[config.mk]
export PLATFORM = sky130hd
export DESIGN_NAME = epc_crc_init
export DESIGN_NICKNAME = d
export VERILOG_FILES = /design/src/rtl/epc_crc_init.sv
export SDC_FILE = /design/constraint.sdc
export NUM_CORES = 1
export LEC_CHECK = 0
export BUFFER_PORTS_ARGS = -buffer_cell sky130_fd_sc_hd__buf_2
export CORE_MARGIN = 8
export CORE_UTILIZATION = 45
export CTS_BUF_LIST = sky130_fd_sc_hd__clkbuf_4
export DETAILED_ROUTE_END_ITERATION = 10
export PLACE_DENSITY = 0.61
export SETUP_SLACK_MARGIN = 0.1
export SLEW_MARGIN = 30
export SYNTH_ARGS = -nofsm -noshare
export SYNTH_HDL_FRONTEND = slang
export SYNTH_SLANG_ARGS = --single-unit
[constraint.sdc]
create_clock -name DOUB_BLF -period 3.33 [get_ports DOUB_BLF]
set_clock_uncertainty 0.15 [all_clocks]
set_input_delay 0.333 -clock DOUB_BLF [delete_from_list [all_inputs] [get_ports DOUB_BLF]]
set_output_delay 0.333 -clock DOUB_BLF [all_outputs]
set_load 0.05 [all_outputs]
[src/rtl/epc_crc_init.sv]
// Power-up Gen2 CRC-16 engine: fetches PC + EPC words from the EPC bank and
// folds them bit-serially into the seed handed to the RNG on init_done.
module epc_crc_init #(
  parameter int          MAX_WORDS   = 31,
  parameter int          ACK_TIMEOUT = 64,
  parameter logic [15:0] PRESET      = 16'hFFFF,
  parameter logic [15:0] POLY        = 16'h1021
) (
  input  logic        DOUB_BLF,
  input  logic        rst_n,
  input  logic        por_done,
  output logic        mem_rd_en,
  output logic [5:0]  mem_addr,
  input  logic [15:0] mem_data,
  input  logic        mem_ack,
  output logic [15:0] crc_calc,
  output logic        init_done,
  output logic        crc_err,
  output logic        busy
);

  localparam int         TW   = $clog2(ACK_TIMEOUT + 1);
  localparam logic [5:0] MAXW = 6'(MAX_WORDS);

  typedef enum logic [2:0] {IDLE, READ, CALC, DONE, ABORT} state_t;

  state_t        state, state_nxt;
  logic [15:0]   crc, crc_nxt;
  logic [15:0]   shreg, shreg_nxt;
  logic [3:0]    bit_cnt, bit_cnt_nxt;
  logic [5:0]    word_cnt, word_cnt_nxt;
  logic [5:0]    word_tot, word_tot_nxt;
  logic [TW-1:0] tmo, tmo_nxt;
  logic          rd_nxt, done_nxt, err_nxt;
  logic [5:0]    addr_nxt;
  logic [15:0]   calc_nxt;
  logic [15:0]   crc_step;
  logic [5:0]    word_inc;
  logic [5:0]    pc_len;

  // One MSB-first bit of the Gen2 CRC-16.
  assign crc_step = {crc[14:0], 1'b0} ^ ((crc[15] ^ shreg[15]) ? POLY : 16'h0000);
  assign word_inc = word_cnt + 6'd1;
  assign pc_len   = ({1'b0, mem_data[15:11]} > MAXW) ? MAXW : {1'b0, mem_data[15:11]};
  assign busy     = (state != IDLE);

  always_ff @(posedge DOUB_BLF or negedge rst_n) begin
    if (!rst_n) begin
      state     <= IDLE;
      crc       <= PRESET;
      shreg     <= '0;
      bit_cnt   <= '0;
      word_cnt  <= '0;
      word_tot  <= '0;
      tmo       <= '0;
      mem_rd_en <= 1'b0;
      mem_addr  <= '0;
      crc_calc  <= '0;
      init_done <= 1'b0;
      crc_err   <= 1'b0;
    end else begin
      state     <= state_nxt;
      crc       <= crc_nxt;
      shreg     <= shreg_nxt;
      bit_cnt   <= bit_cnt_nxt;
      word_cnt  <= word_cnt_nxt;
      word_tot  <= word_tot_nxt;
      tmo       <= tmo_nxt;
      mem_rd_en <= rd_nxt;
      mem_addr  <= addr_nxt;
      crc_calc  <= calc_nxt;
      init_done <= done_nxt;
      crc_err   <= err_nxt;
    end
  end

  always_comb begin
    state_nxt    = state;
    crc_nxt      = crc;
    shreg_nxt    = shreg;
    bit_cnt_nxt  = bit_cnt;
    word_cnt_nxt = word_cnt;
    word_tot_nxt = word_tot;
    tmo_nxt      = tmo;
    rd_nxt       = mem_rd_en;
    addr_nxt     = mem_addr;
    calc_nxt     = crc_calc;
    done_nxt     = 1'b0;
    err_nxt      = 1'b0;
    case (state)
      IDLE: if (por_done) begin
        state_nxt    = READ;
        addr_nxt     = 6'd1;
        word_cnt_nxt = '0;
        crc_nxt      = PRESET;
        rd_nxt       = 1'b1;
        tmo_nxt      = '0;
      end
      READ: begin
        if (mem_ack) begin
          shreg_nxt   = mem_data;
          rd_nxt      = 1'b0;
          bit_cnt_nxt = 4'd15;
          state_nxt   = CALC;
          // The PC word carries the EPC length in its top five bits.
          if (word_cnt == 6'd0) word_tot_nxt = 6'd1 + pc_len;
        end else if (tmo == TW'(ACK_TIMEOUT - 1)) begin
          state_nxt = ABORT;
          rd_nxt    = 1'b0;
          err_nxt   = 1'b1;
        end else begin
          tmo_nxt = tmo + TW'(1);
        end
      end
      CALC: begin
        crc_nxt     = crc_step;
        shreg_nxt   = {shreg[14:0], 1'b0};
        bit_cnt_nxt = bit_cnt - 4'd1;
        if (bit_cnt == 4'd0) begin
          word_cnt_nxt = word_inc;
          if (word_inc == word_tot) begin
            state_nxt = DONE;
            done_nxt  = 1'b1;
            calc_nxt  = ~crc_step;
          end else begin
            state_nxt = READ;
            addr_nxt  = mem_addr + 6'd1;
            rd_nxt    = 1'b1;
            tmo_nxt   = '0;
          end
        end
      end
      DONE:  state_nxt = IDLE;
      ABORT: begin
        state_nxt = IDLE;
        rd_nxt    = 1'b0;
      end
      default: state_nxt = IDLE;
    endcase
  end

endmodule

Yosys cells after proc, flatten, opt, wreduce, memory -nomap -nowiden
Cells that the tools add are included.
{"block": "word_totals", "regBits": 83, "input_bits": 20, "out_inout_bits": 26, "elab_cells": 87}
{"block": "op_classes", "n_eq_ne": 12, "reduce_logical": 17, "n_mux": 38, "n_bitwise": 3, "add_sub_neg": 5}
{"op": "one-hot mux 16 bit (2 select lines)", "count": 2}
{"op": "two-way mux 7 bit", "count": 5}
{"op": "two-way mux 16 bit", "count": 2}
{"op": "two-way mux 6 bit", "count": 5}
{"op": "one-hot mux 6 bit (2 select lines)", "count": 2}
{"op": "one-hot mux 7 bit (3 select lines)", "count": 1}
{"op": "NOT 16 bit", "count": 1}
{"op": "bitwise XOR 16 x 13 -> 16 bit", "count": 1}
{"op": "two-way mux 13 bit", "count": 1}
{"op": "adder 6 x 1 -> 6 bit (second input constant)", "count": 2}
{"op": "two-way mux 3 bit", "count": 4}
{"op": "inequality test 2 bit (second input constant)", "count": 6}
{"op": "AND reduction 3 bit", "count": 4}
{"op": "two-way mux 1 bit", "count": 11}
{"op": "one-hot mux 3 bit (3 select lines)", "count": 1}
{"op": "one-hot mux 4 bit (2 select lines)", "count": 1}
{"op": "adder 7 x 1 -> 7 bit (second input constant)", "count": 1}
{"op": "== test 7 x 6 -> 1 bit (second input constant)", "count": 1}
{"op": "adder 1 x 5 -> 6 bit (first input constant)", "count": 1}
{"op": "== test 6 bit", "count": 1}
{"op": "zero test 6 bit", "count": 1}
{"op": "AND reduction 6 bit", "count": 1}
{"op": "nonzero test 3 bit", "count": 2}
{"op": "AND reduction 5 bit", "count": 1}
{"op": "15 further kinds", "count": 17}

Longest topological paths before layout
{"block": "depth", "depth_word": 5, "mapped_depth": 8, "ltp_nobuf": 7}

Worst setup path before layout
No wires, ideal clock.
{"block": "synth_timing", "kind": "reg2reg", "start": "reg bit_cnt[0]", "end": "reg tmo[1]", "stages_incl_launch_ff": 9, "arrival_ns": 2.104, "path_slack_ns": 0.997, "period_less_slack_ns": 2.333, "n_path_buf": 1, "setup_ns": 0.079, "t_required_ns": 3.101, "path_cell_list": "dfrtp_1 -> inv_1 -> ha_1 -> or3b_1 -> clkbuf_1 -> a2111oi_2 -> o21ai_0 -> a21oi_2 -> mux2i_1"}
{"block": "synth_between", "elab_chain_len": 3}
{"element": "from (decl)", "line": "30", "source": "logic [3:0] bit_cnt, bit_cnt_nxt;"}
{"element": "from (signal assigned)", "line": "65", "source": "bit_cnt <= bit_cnt_nxt;"}
{"element": "zero test 4 bit", "line": "119", "source": "if (bit_cnt == 4'd0) begin"}
{"element": "inequality test 2 bit (no line)"}
{"element": "AND reduction 6 bit (no line)"}
{"element": "to (signal assigned)", "line": "68", "source": "tmo <= tmo_nxt;"}
{"element": "to (decl)", "line": "33", "source": "logic [TW-1:0] tmo, tmo_nxt;"}
Every way passes these cells.
A chain may end at the register's enable or synchronous reset.

Worst setup path in the final report
Ends and elaborated chain as after synthesis.

==> impl_metrics.json <==
{
  "tightest_slew_ns": 0.749,
  "p_per_area_nw_per_um2": 668,
  "stdcell_area_sq_um": 4570,
  "min_path_type": "primary input to flop",
  "synth_nets": 425,
  "grt_max_degree": 84,
  "clkLatencyLatePin_ns": 0.42,
  "yosysMostFrequentCell": "dfrtp_1",
  "p_leak_nw": 2.02,
  "pin_count": 46,
  "grt_usage_pct": 15.0,
  "rows": 34,
  "start_kind": "flop",
  "clk_pin_slew_worst_paths_ns": 0.14,
  "initial_core_util_pct": 46.0,
  "setup_viol": 0,
  "rsz0062_at_grt": "false",
  "postCtsSetupBuffers": 0,
  "wl_per_cell_um": 14.6,
  "post_synth.cell_area_avg_sq_um": 9.95,
  "yosysTopAreaCell": "dfrtp_1",
  "seq_power_share_pct": 48.1,
  "hold_path_depth": 3,
  "core_area_sq_um": 8640,
  "die_area_sq_um": 12100,
  "hold_viol": 0,
  "p_clk_share_pct": 17.6,
  "finalSetupTns_ns": 0,
  "die_h_um": 110,
  "dp_hpwl_mm": 5.63,
  "grt_pass1_vias": 2988,
  "sw_frac_of_total_pct": 39.4,
  "slew_violations": 0,
  "synth.cell_area_sq_um": 3970,
  "multi_input_area_sq_um": 1670,
  "synth_seq_cells": 83,
  "port_buffers": 45,
  "viasPerCell": 5.30,
  "clock_sink_count": 83,
  "num_vias": 3008,
  "grt_antenna_before_repair": 0,
  "nets": 481,
  "cts_tree": "yes",
  "vdd_ir_drop_max_uv": 269,
  "rr_startpoint": "bit_cnt[0]$_DFFE_PN0P_",
  "r2r_end": "tmo[1]$_DFFE_PN0P_",
  "num_antenna_cells": 0,
  "synth_flop_cell": "dfrtp_1",
  "r2r_cells": 7,
  "worstPathRequired_ns": 3.53,
  "critical_path_class": "flop to flop",
  "clockBufferDepth": 2,
  "yosysWarnings": 0,
  "period_share_pct": 77.4,
  "synth_area_leaders": "dfrtp_1 (42%), dfstp_2 (11%), nand2_1 (4.3%), mux2i_1 (4.3%), a31oi_1 (3.2%)",
  "async_flop_share_pct": 100,
  "maxSlewHeadroom_pct": 50.0,
  "hold_buffers": 13,
  "dpl_cell_area_sq_um": 4310,
  "fmax_mhz": 388,
  "cts_max_level": 3,
  "hold-path-endpoint": "shreg[15]$_DFFE_PN0P_",
  "p_int_mw": 1.85,
  "routed_wl_mm": 8.30,
  "r2r_setup_slack_ns": 0.75,
  "drc": 0,
  "postRouteAntennaNets": 0,
  "holdCritStartpoint": "mem_data[15]",
  "numCtsBuffers": 9,
  "ctsResizeCount": 0,
  "die_w_um": 110,
  "switchingPower_mw": 1.20,
  "final-seq-area_sq_um": 2100,
  "ys_seq_area_share_pct": 52.8,
  "yosysTopAreaCellShare_pct": 42.2,
  "cts-root-buf": "clkbuf_4",
  "p_comb_share_pct": 34.3,
  "dr.pass1.iters": 4,
  "final_cells": 568,
  "dp_cells": 539,
  "synthTopCellsByCount": "dfrtp_1 (67), nand2_1 (46), inv_1 (32), nor2_1 (32)",
  "grt_first_pass_wirelength_mm": 14.3,
  "min_period_ns": 2.58,
  "synth_edf_count": 0,
  "cp_max_fo": 6,
  "status": "completed",
  "grt-ovfl-total": 0,
  "max_cap_viol_count": 0,
  "arrival_ns": 2.78,
  "end_kind": "flop",
  "layout-area-overhead-vs-synth_pct": 15.1,
  "nFillCells": 827,
  "drt_iter0_drc": 101,
  "synth_cell_types": 52,
  "drive_gt1_share_pct": 21.5,
  "syn-instance-count": 399,
  "gp_congestion": 0.787
}
==> worst max-delay path by stage <==
| stage | from | endpoint | slack [ns] | cells after the start |
|---|---|---|---|---|
| 3_5_place_dp | state[1]$_DFFE_PN0P_ | crc_calc[12]$_DFFE_PN0P_ | 0.75 | 6 |
| 2_1_floorplan | bit_cnt[0]$_DFFE_PN0P_ | tmo[1]$_DFFE_PN0P_ | 1.0 | 8 |
| 4_1_cts | state[1]$_DFFE_PN0P_ | crc_calc[12]$_DFFE_PN0P_ | 0.73 | 6 |
| 6_report | bit_cnt[0]$_DFFE_PN0P_ | tmo[1]$_DFFE_PN0P_ | 0.75 | 7 |
| 3_3_place_gp | state[1]$_DFFE_PN0P_ | crc_calc[12]$_DFFE_PN0P_ | 0.81 | 6 |
| 5_1_grt | bit_cnt[0]$_DFFE_PN0P_ | tmo[1]$_DFFE_PN0P_ | 0.57 | 7 |
==> metrics by stage <==
step | utilization [%] | power (mW) | setup slack (ns) | hold slack, ns
global placement | 49.9 | 2.51 | 0.808 | 0.318
finish | 52.9 | 3.05 | 0.752 | 0.0300
CTS | 52.9 | 3.09 | 0.731 | 0.00330
detailed placement | 50.0 | 2.53 | 0.745 | 0.287
floorplan | - | 2.24 | 0.997 | -0.113
global route | 52.9 | 3.30 | 0.571 | 0.00248
==> power groups by stage <==
stage	sequential (mW)	clock [mW]	combinational [mW]
floorplan	1.46	0	0.779
global placement	1.48	0	1.03
detailed placement	1.48	0	1.05
CTS	1.47	0.560	1.06
global route	1.51	0.605	1.19
finish	1.47	0.538	1.05
==> worst max-delay path, stage by stage (launching register included) <==
cell,delay [ns]
dfrtp_1,0.43
inv_1,0.07
ha_1,0.19
or3b_1,0.50
a2111oi_2,0.45
o21ai_0,0.21
a21oi_2,0.30
mux2i_1,0.21
==> routing by layer <==
layer	up-vias	GRT usage (%)	share of wire [%]
li1	1507	-	-
met1	1413	19.6	48
met2	71	22.9	45
met3	17	3.58	5.4
met4	0	6.94	2.3
met5	-	0	0
==> state kept, by name, indices dropped and copies added (netlist names), 3 cells and up <==
| signal | count |
|---|---|
| bit_cnt | 4 |
| crc | 16 |
| crc_calc | 16 |
| mem_addr | 6 |
| shreg | 16 |
| state | 3 |
| tmo | 7 |
| word_cnt | 6 |
| word_tot | 6 |
==> area by class of cell <==
cell class | count | area share (%)
clock buffer | 10 | 1.64
clock inverter | 6 | 1.10
inverter | 32 | 2.63
multi-input combinational | 263 | 36.6
sequential | 83 | 45.9
tap | 108 | 2.96
timing repair buffer | 66 | 9.23
==> cell families (layout without fill, tap and decap cells) <==
| group | Yosys count | in the layout | synth area share [%] |
|---|---|---|---|
| xor+xnor | 14 | 14 | 3.09 |
| mux | 23 | 23 | 5.99 |
| compound gates | 94 | 94 | 15.7 |
| flops | 83 | 83 | 52.8 |
| fa+ha+maj | 6 | 6 | 1.89 |
| simple gates | 126 | 126 | 15.3 |
| buf+inv | 53 | 114 | 5.23 |
==> placed cells by master, fill, tap and decap left out, types with 2 or more instances in the layout <==
master         synthesis  layout
dfrtp_1               67      67
nand2_1               46      46
buf_2                  1      44
inv_1                 32      32
nor2_1                32      32
o21ai_0               20      20
a31oi_1               20      20
a21oi_1               18      18
mux2i_1               17      17
nand3_1               16      16
dfstp_2               16      16
o22a_1                14      14
dlygate4sd3_1          0      13
clkbuf_4               0      10
nor3_1                 9       8
buf_4                  0       8
xor2_1                 7       7
xnor2_1                7       7
ha_1                   6       6
o22ai_1                5       5
and3_1                 4       4
mux2_2                 4       4
nor3_2                 2       3
and2_1                 3       3
o211ai_1               2       2
nor3b_1                2       2
mux2_1                 2       2
o31ai_1                2       2
clkinv_4               0       2
inv_6                  0       2
clkinvlp_4             0       2
Power figures use the tool's default switching activity.
